**src/rtl/tick_divider_bank.sv**
```systemverilog
// Bank of independent programmable clock-enable dividers, all clocked by iCLK_50.
// Each channel produces a one-cycle tick every div+1 cycles, a toggling square wave and a wrapping event count.
module tick_divider_bank #(
    parameter int unsigned NUM_CH      = 2,
    parameter int unsigned DIV_W       = 27,
    parameter int unsigned CNT_W       = 8,
    parameter int unsigned DEFAULT_DIV = 67108863
) (
    input  logic                      iCLK_50,
    input  logic                      iRST_n,
    input  logic                      iWR,
    input  logic [3:0]                iWR_CH,
    input  logic [DIV_W-1:0]          iWR_DIV,
    input  logic [NUM_CH-1:0]         iEN,
    input  logic [NUM_CH-1:0]         iCLR_CNT,
    output logic [NUM_CH-1:0]         oTICK,
    output logic [NUM_CH-1:0]         oSQ,
    output logic [NUM_CH*CNT_W-1:0]   oCNT
);

    localparam logic [DIV_W-1:0] RESET_DIV = DIV_W'(DEFAULT_DIV);

    for (genvar k = 0; k < NUM_CH; k++) begin : g_ch
        logic [DIV_W-1:0] div_q;
        logic [DIV_W-1:0] pc_q;
        logic             tick_q;
        logic             sq_q;
        logic [CNT_W-1:0] cnt_q;
        logic             wr_hit;
        logic             at_end;
        logic             fire;

        assign wr_hit = iWR && (iWR_CH == 4'(k));
        assign at_end = (pc_q == div_q);
        // A write outranks the tick, so a tick is only taken on an enabled, non-written edge.
        assign fire   = !wr_hit && iEN[k] && at_end;

        always_ff @(posedge iCLK_50 or negedge iRST_n) begin
            if (!iRST_n) begin
                div_q  <= RESET_DIV;
                pc_q   <= '0;
                tick_q <= 1'b0;
                sq_q   <= 1'b0;
            end else if (wr_hit) begin
                div_q  <= iWR_DIV;
                pc_q   <= '0;
                tick_q <= 1'b0;
            end else if (!iEN[k]) begin
                pc_q   <= '0;
                tick_q <= 1'b0;
            end else if (at_end) begin
                pc_q   <= '0;
                tick_q <= 1'b1;
                sq_q   <= ~sq_q;
            end else begin
                pc_q   <= pc_q + DIV_W'(1);
                tick_q <= 1'b0;
            end
        end

        // Clear wins over a coincident tick increment.
        always_ff @(posedge iCLK_50 or negedge iRST_n) begin
            if (!iRST_n) begin
                cnt_q <= '0;
            end else if (iCLR_CNT[k]) begin
                cnt_q <= '0;
            end else if (fire) begin
                cnt_q <= cnt_q + CNT_W'(1);
            end
        end

        assign oTICK[k]                 = tick_q;
        assign oSQ[k]                   = sq_q;
        assign oCNT[k*CNT_W +: CNT_W]   = cnt_q;
    end

endmodule
```
**config.mk**
```make
export PLATFORM = sky130hd
export DESIGN_NAME = tick_divider_bank
export DESIGN_NICKNAME = d
export VERILOG_FILES = /design/src/rtl/tick_divider_bank.sv
export SDC_FILE = /design/constraint.sdc
export NUM_CORES = 1
export LEC_CHECK = 0
export BUFFER_PORTS_ARGS = -buffer_cell sky130_fd_sc_hd__buf_4
export CAP_MARGIN = 40
export CORE_MARGIN = 2
export CORE_UTILIZATION = 40
export CTS_CLUSTER_DIAMETER = 40
export CTS_CLUSTER_SIZE = 14
export DETAILED_ROUTE_END_ITERATION = 16
export GPL_TIMING_DRIVEN = 1
export PLACE_DENSITY = 0.68
export SLEW_MARGIN = 0
export SYNTH_ARGS = -nofsm -noshare
export SYNTH_HDL_FRONTEND = slang
export SYNTH_SLANG_ARGS = --single-unit
```
**constraint.sdc**
```tcl
create_clock -name iCLK_50 -period 2.3 [get_ports iCLK_50]
set_clock_uncertainty 0.05 [all_clocks]
set_input_delay 0.345 -clock iCLK_50 [delete_from_list [all_inputs] [get_ports iCLK_50]]
set_output_delay 0.345 -clock iCLK_50 [all_outputs]
set_load 0.03 [all_outputs]
```
* Word-level counts from Yosys, hierarchy flattened
Index checks and enable logic that the tools add are counted.
Word-level totals: word-level logic and storage cells 50, bits in registers 128, bits of input ports 38, output and inout bits 20
Cells by class: reduce and logical (&&, ||, !) cells 13, eq/ne operators 3, mux-type cells 16, add/subtract/negate cells 4, bitwise operators 4
Operators by type and width (count):
- 27-bit 2-to-1 mux | 6
- 27-bit by 1-bit adder with 27-bit output, second input constant | 2
- 27-bit == test | 2
- 8-bit 2-to-1 mux | 4
- 8-bit by 1-bit adder with 8-bit output, second input constant | 2
- 1-bit logical AND | 6
- 1-bit 2-to-1 mux | 6
- 3-bit AND reduction | 2
- 4-bit by 1-bit == test with 1-bit output, second input constant | 1
- 4-bit logical NOT | 1
- 1-bit inverter | 4
- 2-bit nonzero test | 2
- 1-bit logical NOT | 2

* Longest topological paths before layout
Gate-level depths: netlist of run 1.
depth in word-level cells 7, mapped depth 8, depth with buffers taken out 7

* Least setup slack after synthesis of run 1
No wires, ideal clock.
path kind reg2reg, start point register g_ch[1].div_q[14], end point register g_ch[1].cnt_q[3], path buffers 1, setup slack 0.269 ns, data arrival time 1.903 ns, required time 2.172 ns, library setup time 0.078 ns, cell stages (with the launch flop) 8, period minus slack after synthesis 2.031 ns, cell sequence dfstp_2 xor2_1 nor4_1 nand4_2 or2_1 buf_6 or3_1 a21oi_1
On the way: cells in the longest elaborated chain, start to end 3
Ends and longest elaborated chain:
- start: declaration | line 24 | logic [DIV_W-1:0] div_q;
- start signal: assignment | line 45 | div_q <= iWR_DIV;
- 27-bit == test | line 34 | assign at_end = (pc_q == div_q);
- 1-bit logical AND | line 36 | assign fire = !wr_hit && iEN[k] && at_end;
- 2-bit nonzero test (no line)
- end signal: assignment | line 68 | cnt_q <= cnt_q + CNT_W'(1);
- end: declaration | line 28 | logic [CNT_W-1:0] cnt_q;
Every way passes these cells. A chain may end at the register's enable or synchronous reset.

* Worst setup path in the final report of run 1
start point register g_ch[0].div_q[24], end point register g_ch[0].cnt_q[7]
On the way: cells in the longest elaborated chain, start to end 3
Ends and longest elaborated chain (line):
- start: declaration | 24
- start signal: assignment | 45
- 27-bit == test | 34
- 1-bit logical AND | 36
- 2-bit nonzero test (no line)
- end signal: assignment | 68
- end: declaration | 28
Every way passes these cells.

==> results of run 1 <==
[routing by layer]
layer,global-route usage,vias to the layer above,share of wire
met5,0,-,0
met4,0.06266,0,0.013
met3,0.05198,18,0.051
met2,0.2776,124,0.46
met1,0.2577,2305,0.48
li1,-,2239,-
[power by group through the flow]
stage | Combinational [uW] | Sequential (uW) | Clock [uW]
finish | 830 | 2820 | 2680
global route | 917 | 2860 | 2850
CTS | 799 | 2830 | 2720
detailed placement | 785 | 2860 | 0
global placement | 758 | 2850 | 0
floorplan | 557 | 2800 | 0
[state kept, by name, indices dropped and copies added (netlist names)]
| register | count |
|---|---|
| g_ch.div_q | 54 |
| g_ch.sq_q | 2 |
| g_ch.tick_q | 2 |
| g_ch.cnt_q | 16 |
| g_ch.pc_q | 54 |
[cell families after synthesis]
kind of cell / share of synthesized area
DFF: 0.5247
xor gates and xnor gates: 0.1519
buffers and inverters: 0.02471
muxes: 0.04881
AOI/OAI and AO/OA: 0.02451
adders and majority gates: 0.008036
and+or+nand+nor: 0.2174
[final cells by class]
type	instances	share of cell area
well taps	188	0.03012
flip-flops and latches	128	0.4193
multi-input cells	452	0.3712
inverters	13	0.006248
repair buffers	92	0.09612
clock buffers	28	0.07129
clock inverters	4	0.005767
[stage by stage]
| step | utilization | std cells | setup TNS, ns | power, uW | hold slack (ns) |
|---|---|---|---|---|---|
| 6_report | 0.5137 | 905 | -0.05315 | 6334 | 0.08811 |
| 5_1_grt | 0.5137 | 905 | -0.7231 | 6619 | 0.08161 |
| 2_1_floorplan | - | 614 | 0 | 3356 | -0.0005911 |
| 3_5_place_dp | 0.4612 | 861 | -0.2954 | 3645 | 0.1965 |
| 4_1_cts | 0.5026 | 895 | 0 | 6349 | 0.07493 |
| 3_3_place_gp | 0.4612 | 861 | -0.1382 | 3609 | 0.1933 |
[critical path, delay by kind of cell (launching register included)]
family | cells | cell delay (ns)
xor+xnor | 1 | 0.12
simple gates | 4 | 0.98
compound gates | 1 | 0.12
buf+inv | 3 | 0.44
flops | 1 | 0.54
[placed cells by master, fill, tap and decap left out, types with 3 or more instances in the layout]
master,count
ha_1,4
or3_1,6
nand4_1,23
o31ai_1,3
xor2_1,50
dfstp_2,52
clkinv_2,3
xnor2_1,56
nor2_1,73
a21oi_1,11
nand3_1,19
dfrtp_1,71
dfrtp_2,5
clkbuf_16,17
nor4_2,4
nor3_1,12
and3_1,13
mux2_2,27
inv_1,13
or4_1,4
buf_4,85
nand2_1,111
o21ai_0,7
clkbuf_8,9
buf_12,4
and4_1,3
[how the worst max path moves through the flow]
| stage | startpoint | endpoint | slack, ns |
|---|---|---|---|
| 3_5_place_dp | g_ch[0].div_q[21] | g_ch[0].cnt_q[3] | -0.12 |
| 3_3_place_gp | g_ch[0].div_q[17] | g_ch[0].cnt_q[3] | -0.07 |
| 2_1_floorplan | g_ch[1].div_q[14] | g_ch[1].cnt_q[3] | 0.27 |
| 5_1_grt | g_ch[0].div_q[24] | g_ch[0].cnt_q[7] | -0.10 |
| 6_report | g_ch[0].div_q[24] | g_ch[0].cnt_q[7] | -0.02 |
| 4_1_cts | g_ch[0].div_q[25] | g_ch[0].cnt_q[3] | 0.0009 |
[repair_timing]
action,4_1_cts,5_1_grt
hold buffers,1,0
setup endpoints to repair,3,8
gates resized for setup,2,21
cloned,0,0
setup buffers,1,10
hold endpoints to repair,12,0
pin swaps,2,16
==> flow_summary.yaml, run 1 <==
critical_path:
  r2r_cells: 9
  crit_path_max_fanout: 6
  rr_endpoint: "g_ch[0].cnt_q[7]"
  worstPathCellList: "xnor2_1 > nand4_1 > nor4_4 > buf_4 > nand3_2 > buf_6 > buf_6 > or3_1 > a21oi_1"
  critPathKind: "register to register"
  r2r-start: "g_ch[0].div_q[24]"
  crit_required_ns: 2.59
  reg2reg_slack_ns: -0.02
  worstSetupEndpointType: "register"
  crit_slowest_cell: "dfstp_2"
  crit_top_cell: "buf_6"
  startpoint_type: "register"
  arrival_ns: 2.61
  critical-path-max-stage-delay_ns: 0.54
clock_tree:
  clock_sink_count: 128
  clock_path_buffers: 2
  clk_latency_ns: 0.42
  h-tree-depth: 4
  cts_tree: "done"
  path_clk_slew_ns: 0.06
  cts-root-buf: "clkbuf_16"
  numCtsBuffers: 17
floorplanning:
  core-area_sq_um: 15200
  die-area_sq_um: 16590
  num_rows: 45
  pin_count: 58
  initial_core_util: 0.4097
  fp.dieH_um: 128.8
  die_width_um: 128.8
final_layout:
  drive_above_1_share: 0.3110
  multiInputGateArea_sq_um: 2899
  area_delta_synth_final_pct: 25.39
  fillers: 1349
  n_antenna_cell: 0
  fin_area_sq_um: 7810
  nNetsFinal: 746
  final-seq-area_sq_um: 3274
drt:
  antenna_left: 0
  wirelength_um: 14510
  dr_total_vias: 4686
  drc: 0
  wl_per_cell_um: 16.03
  vias_per_cell: 5.178
  dr.pass1.iters: 4
  drt_iter0_drc: 273
power:
  p_sw_frac: 0.2442
  p_int_uw: 4788
  p_comb_frac: 0.131
  vdd_ir_drop_max_v: 0.0005684
  clockPowerShare: 0.423
  p_leak_uw: 0.003461
  powerDensity_nw_per_um2: 811.0
  p_sw_uw: 1547
  seqPwrFrac: 0.446
yosys:
  synth_cell_types: 38
  synth_edf_count: 0
  syn_nets: 656
  async_reset_ff_frac: 1.000
  yosysWarnings: 0
  ys_top_cells_by_count: "nand2_1 (111), dfrtp_1 (76), nor2_1 (73)"
  yosysTopAreaCellShare: 0.3053
  syn_area_sq_um: 6228
  ys_seq_area_frac: 0.5247
  avgSynthCellArea_sq_um: 10.14
  yosys.area.top_type: "dfrtp_1"
  synth.area.top_cells: "dfrtp_1 (31%), dfstp_2 (22%), xnor2_1 (8.0%), xor2_1 (7.2%), nand2_1 (6.7%)"
  ys.flop_type: "dfrtp_1"
  syn_inst: 614
  synth_seq_cells: 128
  yosys.cell_count.top_type: "nand2_1"
timing:
  max_slew_margin: 0.6794
  finalWorstSetupSlack_ns: -0.02064
  fmax_ghz: 0.4309
  finalHoldViolCount: 0
  post-route-min-period_ns: 2.321
  fin_crit_sh: 1.009
  finalSetupViolations: 3
  drv_slew: 0
  worst_pin_slew_ns: 0.4773
  rsz0062_at_grt: "yes"
grt:
  grt_pass1_wl_um: 23700
  grt_pass1_vias: 4706
  antenna_found_initial: 0
  grt-ovfl-total: 0
  grt_use_total: 0.1847
  grt_max_degree: 50
placement:
  port_buffers: 57
  hpwlAfterDp_um: 10370
  place_area_sq_um: 7012
  gp_congestion: 0.8564
  pre_cts_ws_ns: -0.1232
hold_path:
  hp-class: "primary input to register"
  holdPathStages: 3
  worstHoldStart: "iWR_DIV[24]"
  holdPathEnd: "g_ch[0].div_q[24]"
run_status:
  violations: "negative setup slack"
  status: "finished with violations"
run:
  drv_cap: 0
Note: power is estimated with default switching activity, not from simulation.
==> run 2, diff against run 1 <==
PLACE_DENSITY = default   (was 0.68)
==> run 2 against run 1 <==
The run now ends clean. Register-to-register slack gained 0.03 ns. Clock power fell by 6%. Largest cell class unchanged. Utilization rose by 0.35 points. Highest routed layer unchanged. Critical path depth decreased by 3. Die area stayed put. Power decreased by 2.3%.
==> flow_summary.yaml, run 2 (synthesis gave the netlist of run 1 again) <==
run_status:
  status: "complete, no violations"
timing:
  final.setup.tns_ns: 0
  rsz0062_at_grt: "yes"
  fmax_ghz: 0.4372
  worst_pin_slew_ns: 0.6962
  finalHoldWorstSlack_ns: 0.07523
  drv_slew: 0
  post-route-min-period_ns: 2.287
  finalWorstSetupSlack_ns: 0.01273
  max_slew_margin: 0.5359
  fin_crit_sh: 0.9945
  finalHoldViolCount: 0
  finalSetupViolations: 0
floorplanning:
  fp.dieH_um: 128.8
  die-area_sq_um: 16590
  pin_count: 58
  num_rows: 45
  initial_core_util: 0.4097
  core-area_sq_um: 15200
  die_width_um: 128.8
hold_path:
  worstHoldStart: "iWR_DIV[5]"
  hp-class: "primary input to register"
  holdPathEnd: "g_ch[0].div_q[5]"
  holdPathStages: 3
final_layout:
  n_antenna_cell: 0
  area_delta_synth_final_pct: 26.24
  fin_area_sq_um: 7863
  drive_above_1_share: 0.3241
  final_cell_mix: "nand2_1 (111), buf_4 (84), nor2_1 (73), dfrtp_1 (73), xnor2_1 (54)"
  fillers: 1378
  top_regs: "g_ch.div_q x54, g_ch.pc_q x54, g_ch.cnt_q x16"
  nNetsFinal: 748
  final_common_cell: "nand2_1"
drt:
  wirelength_um: 14420
  drt_iter0_drc: 267
  wl_per_cell_um: 15.90
  vias_per_cell: 5.085
  antenna_left: 0
  dr.pass1.iters: 4
  drc: 0
  dr_total_vias: 4612
critical_path:
  arrival_ns: 2.54
  startpoint_type: "register"
  reg2reg_slack_ns: 0.01
  crit_required_ns: 2.55
  r2r_cells: 6
  crit_path_max_fanout: 7
  r2r-start: "g_ch[1].div_q[12]"
  worstSetupEndpointType: "register"
  critPathKind: "register to register"
  rr_endpoint: "g_ch[1].cnt_q[6]"
clock_tree:
  cts_tree: "done"
  path_clk_slew_ns: 0.05
  clock_path_buffers: 2
  clock_sink_count: 128
  h-tree-depth: 4
  numCtsBuffers: 17
  cts-root-buf: "clkbuf_16"
  clk_latency_ns: 0.43
placement:
  hpwlAfterDp_um: 10360
  place_area_sq_um: 7037
  port_buffers: 57
  gp_congestion: 0.8443
  pre_cts_ws_ns: -0.03795
power:
  powerDensity_nw_per_um2: 787.3
  p_leak_uw: 0.003465
  vdd_ir_drop_max_v: 0.0005883
grt:
  grt_pass1_vias: 4632
  grt-ovfl-total: 0
  grt_pass1_wl_um: 23490
  antenna_found_initial: 0
  grt_use_total: 0.1844
  grt_max_degree: 51
run:
  drv_cap: 0
run 2: cell count changes in the layout (fill, tap and decap cells not counted), moves of 3 or more:
cell	change
clkbuf_8	-5
a21oi_1	-3
a21oi_2	+3
clkbuf_1	+3
run 2: power by group:
| part | total [uW] | switching, uW | internal (uW) |
|---|---|---|---|
| clock network | 2530 | 939 | 1590 |
| registers | 2830 | 190 | 2640 |
| logic | 831 | 418 | 414 |
run 2: final cells by class:
class,count,area [sq um],area share
timing repair buffer,94,788.3,0.1003
multi-input combinational,452,2964,0.3770
tap,188,235.2,0.02992
clock buffer,26,499.2,0.06349
inverter,13,48.80,0.006206
clock inverter,6,55.05,0.007002
sequential,128,3272,0.4161
run 2: layer usage:
metal / GRT usage / up-vias / share of wire
met5: 0 / - / 0
met2: 0.2698 / 110 / 0.46
li1: - / 2233 / -
met4: 0.06905 / 0 / 0.014
met1: 0.2569 / 2250 / 0.47
met3: 0.05863 / 19 / 0.051
run 2: metrics by stage:
| stage | cells | power (uW) | utilization |
|---|---|---|---|
| 3_3_place_gp | 861 | 3635 | 0.4629 |
| 2_1_floorplan | 614 | 3356 | - |
| 5_1_grt | 907 | 6482 | 0.5172 |
| 6_report | 907 | 6190 | 0.5172 |
| 4_1_cts | 894 | 6214 | 0.5006 |
| 3_5_place_dp | 861 | 3655 | 0.4629 |
run 2: timing repair:
action / 4_1_cts / 5_1_grt
setup buffers: 0 / 12
pin swaps: 0 / 18
resized for setup: 2 / 31
hold buffers: 1 / 0
cloned: 0 / 1
endpoints found under the setup margin: 5 / 8
hold endpoints to repair: 19 / 0
run 2: how the worst max path moves through the flow:
stage	start	end	slack, ns	cells past startpoint
floorplan	g_ch[1].div_q[14]	g_ch[1].cnt_q[3]	0.27	7
global placement	g_ch[0].div_q[25]	g_ch[0].cnt_q[5]	-0.10	8
detailed placement	g_ch[0].div_q[21]	g_ch[0].cnt_q[5]	-0.04	8
CTS	g_ch[0].div_q[25]	g_ch[0].cnt_q[5]	0.004	8
global route	g_ch[1].div_q[3]	g_ch[1].cnt_q[5]	-0.06	7
finish	g_ch[1].div_q[12]	g_ch[1].cnt_q[6]	0.01	6
run 2: critical path, cell delays in order, from the launching register on:
cell	delay (ns)
dfstp_2	0.55
xor2_1	0.08
nor4_2	0.40
nand4_2	0.28
or2_4	0.35
o41ai_2	0.35
a21oi_2	0.09
==> run 3, diff against run 2 <==
CORE_UTILIZATION = 45   (was 40)
SKIP_CTS_REPAIR_TIMING = 1   (was default)
clock period = 2.8 ns   (was 2.3 ns; I/O delays follow)
==> run 3 against run 2 <==
The flow now finishes with violations (negative hold slack). Register-to-register slack better by 0.31 ns. Clock power is 19% lower. Critical path type unchanged. Fmax is 7.8% lower. Design area is 5.5% lower. Routed wire length is 3.3% lower. Combinational power is 24% lower. Sequential power is 18% lower. Power is 19% lower.
==> flow_summary.yaml, run 3 (synthesis gave the netlist of run 1 again) <==
final_layout:
  area_delta_synth_final_pct: 19.26
  nNetsFinal: 721
  drive_above_1_share: 0.2601
  final_cell_mix: "nand2_1 (111), dfrtp_1 (76), nor2_1 (73), buf_4 (65), xnor2_1 (57)"
  fin_util: 0.5543
  fillers: 1196
  top_regs: "g_ch.div_q x54, g_ch.pc_q x54, g_ch.cnt_q x16"
  final_common_cell: "nand2_1"
  n_antenna_cell: 0
clock_tree:
  cts_tree: "done"
  numCtsBuffers: 17
  path_clk_slew_ns: 0.05
  cts-root-buf: "clkbuf_16"
  clock_sink_count: 128
  clock_path_buffers: 2
  h-tree-depth: 4
  clk_latency_ns: 0.41
run_status:
  status: "finished with violations"
  violations: "negative hold slack"
floorplanning:
  initial_core_util: 0.4648
  die_width_um: 121.7
  core-area_sq_um: 13400
  num_rows: 42
  die-area_sq_um: 14800
  pin_count: 58
  fp.dieH_um: 121.7
grt:
  grt_max_degree: 48
  grt_pass1_wl_um: 23070
  grt_use_total: 0.2047
  antenna_found_initial: 0
  grt_pass1_vias: 4683
  grt-ovfl-total: 0
power:
  p_sw_frac: 0.2455
  power.total_uw: 5013
  p_leak_uw: 0.003279
  powerDensity_nw_per_um2: 674.8
  p_comb_frac: 0.126
  vdd_ir_drop_max_v: 0.0004752
  clockPowerShare: 0.411
  p_int_uw: 3782
  seqPwrFrac: 0.463
  p_sw_uw: 1231
critical_path:
  startpoint_type: "register"
  critPathKind: "register to register"
  worstSetupEndpointType: "register"
  arrival_ns: 2.77
  critPathTopFamily: "simple AND/OR/NAND/NOR gates"
  cp_num_buf_inv: 1
  crit_required_ns: 3.08
  crit_slowest_cell: "nor4_1"
  worstPathCellList: "xnor2_1 > nand4_1 > nor4_1 > nand3_1 > buf_4 > or4_1 > a21oi_1"
  critical-path-max-stage-delay_ns: 0.59
  crit_path_max_fanout: 14
drt:
  vias_per_cell: 5.297
  drt_iter0_drc: 250
  drc: 0
  antenna_left: 0
  dr.pass1.iters: 4
  wl_per_cell_um: 16.07
  wirelength_um: 13950
  dr_total_vias: 4598
placement:
  pre_cts_ws_ns: 0.3316
  hpwlAfterDp_um: 10060
  gp_congestion: 0.8452
  port_buffers: 57
timing:
  final.setup.tns_ns: 0
  finalSetupViolations: 0
  finalWorstSetupSlack_ns: 0.3185
  rsz0062_at_grt: "no"
  max_slew_margin: 0.5708
  fin_crit_sh: 0.8862
  finalHoldWorstSlack_ns: -0.01632
  worst_pin_slew_ns: 0.6379
  finalHoldViolCount: 19
  drv_slew: 0
  fmax_ghz: 0.4030
  post-route-min-period_ns: 2.481
run:
  drv_cap: 0
hold_path:
  hp-class: "primary input to asynchronous set/reset pin"
## run 3: final cells by class
cell class | count | area [sq um] | area share
timing repair buffer | 67 | 528.0 | 0.07108
sequential | 128 | 3268 | 0.4400
clock buffer | 26 | 499.2 | 0.06721
clock inverter | 6 | 55.05 | 0.007411
tap | 176 | 220.2 | 0.02964
inverter | 13 | 48.80 | 0.006569
multi-input combinational | 452 | 2809 | 0.3781
## run 3: metrics by stage
stage,instance area [sq um],cells
floorplan,6228,614
global placement,6874,836
detailed placement,6874,836
CTS,7428,868
global route,7428,868
finish,7428,868
## run 3: path summary, 6_finish.rpt
| check | start | cells after the start | end | slack [ns] |
|---|---|---|---|---|
| worst max-delay path | g_ch[0].div_q[17] | 7 | g_ch[0].cnt_q[3] | 0.32 |
| worst min-delay path | iRST_n | 1 | g_ch[1].cnt_q[0] | -0.02 |
| worst max register to register | g_ch[0].div_q[17] | 7 | g_ch[0].cnt_q[3] | 0.32 |
| worst min register to register | g_ch[0].div_q[13] | 2 | g_ch[0].div_q[13] | 0.42 |
| max in group asynchronous | iRST_n | 2 | g_ch[0].div_q[21] | 1.99 |
| min in group iCLK_50 | iWR_DIV[22] | 3 | g_ch[0].div_q[22] | 0.16 |
## run 3: power groups by stage
stage / Sequential, uW / Combinational [uW] / Clock, uW
after CTS: 2320 / 640 / 2100
after global routing: 2350 / 701 / 2190
after floorplan: 2300 / 457 / 0
after detailed placement: 2350 / 636 / 0
after global placement: 2340 / 624 / 0
final: 2320 / 631 / 2060
## run 3: per-layer routing
layer | track usage | wire length (um) | vias up
met2 | 0.3192 | 6504 | 105
met1 | 0.2779 | 6551 | 2291
met5 | 0 | 0 | -
met4 | 0.07974 | 269 | 0
li1 | - | - | 2182
met3 | 0.04869 | 626 | 20
## run 3: worst register-to-register path, cell delays in order (launching register included)
cell	delay, ns
dfstp_2	0.54
xnor2_1	0.11
nand4_1	0.12
nor4_1	0.59
nand3_1	0.14
buf_4	0.22
or4_1	0.47
a21oi_1	0.17
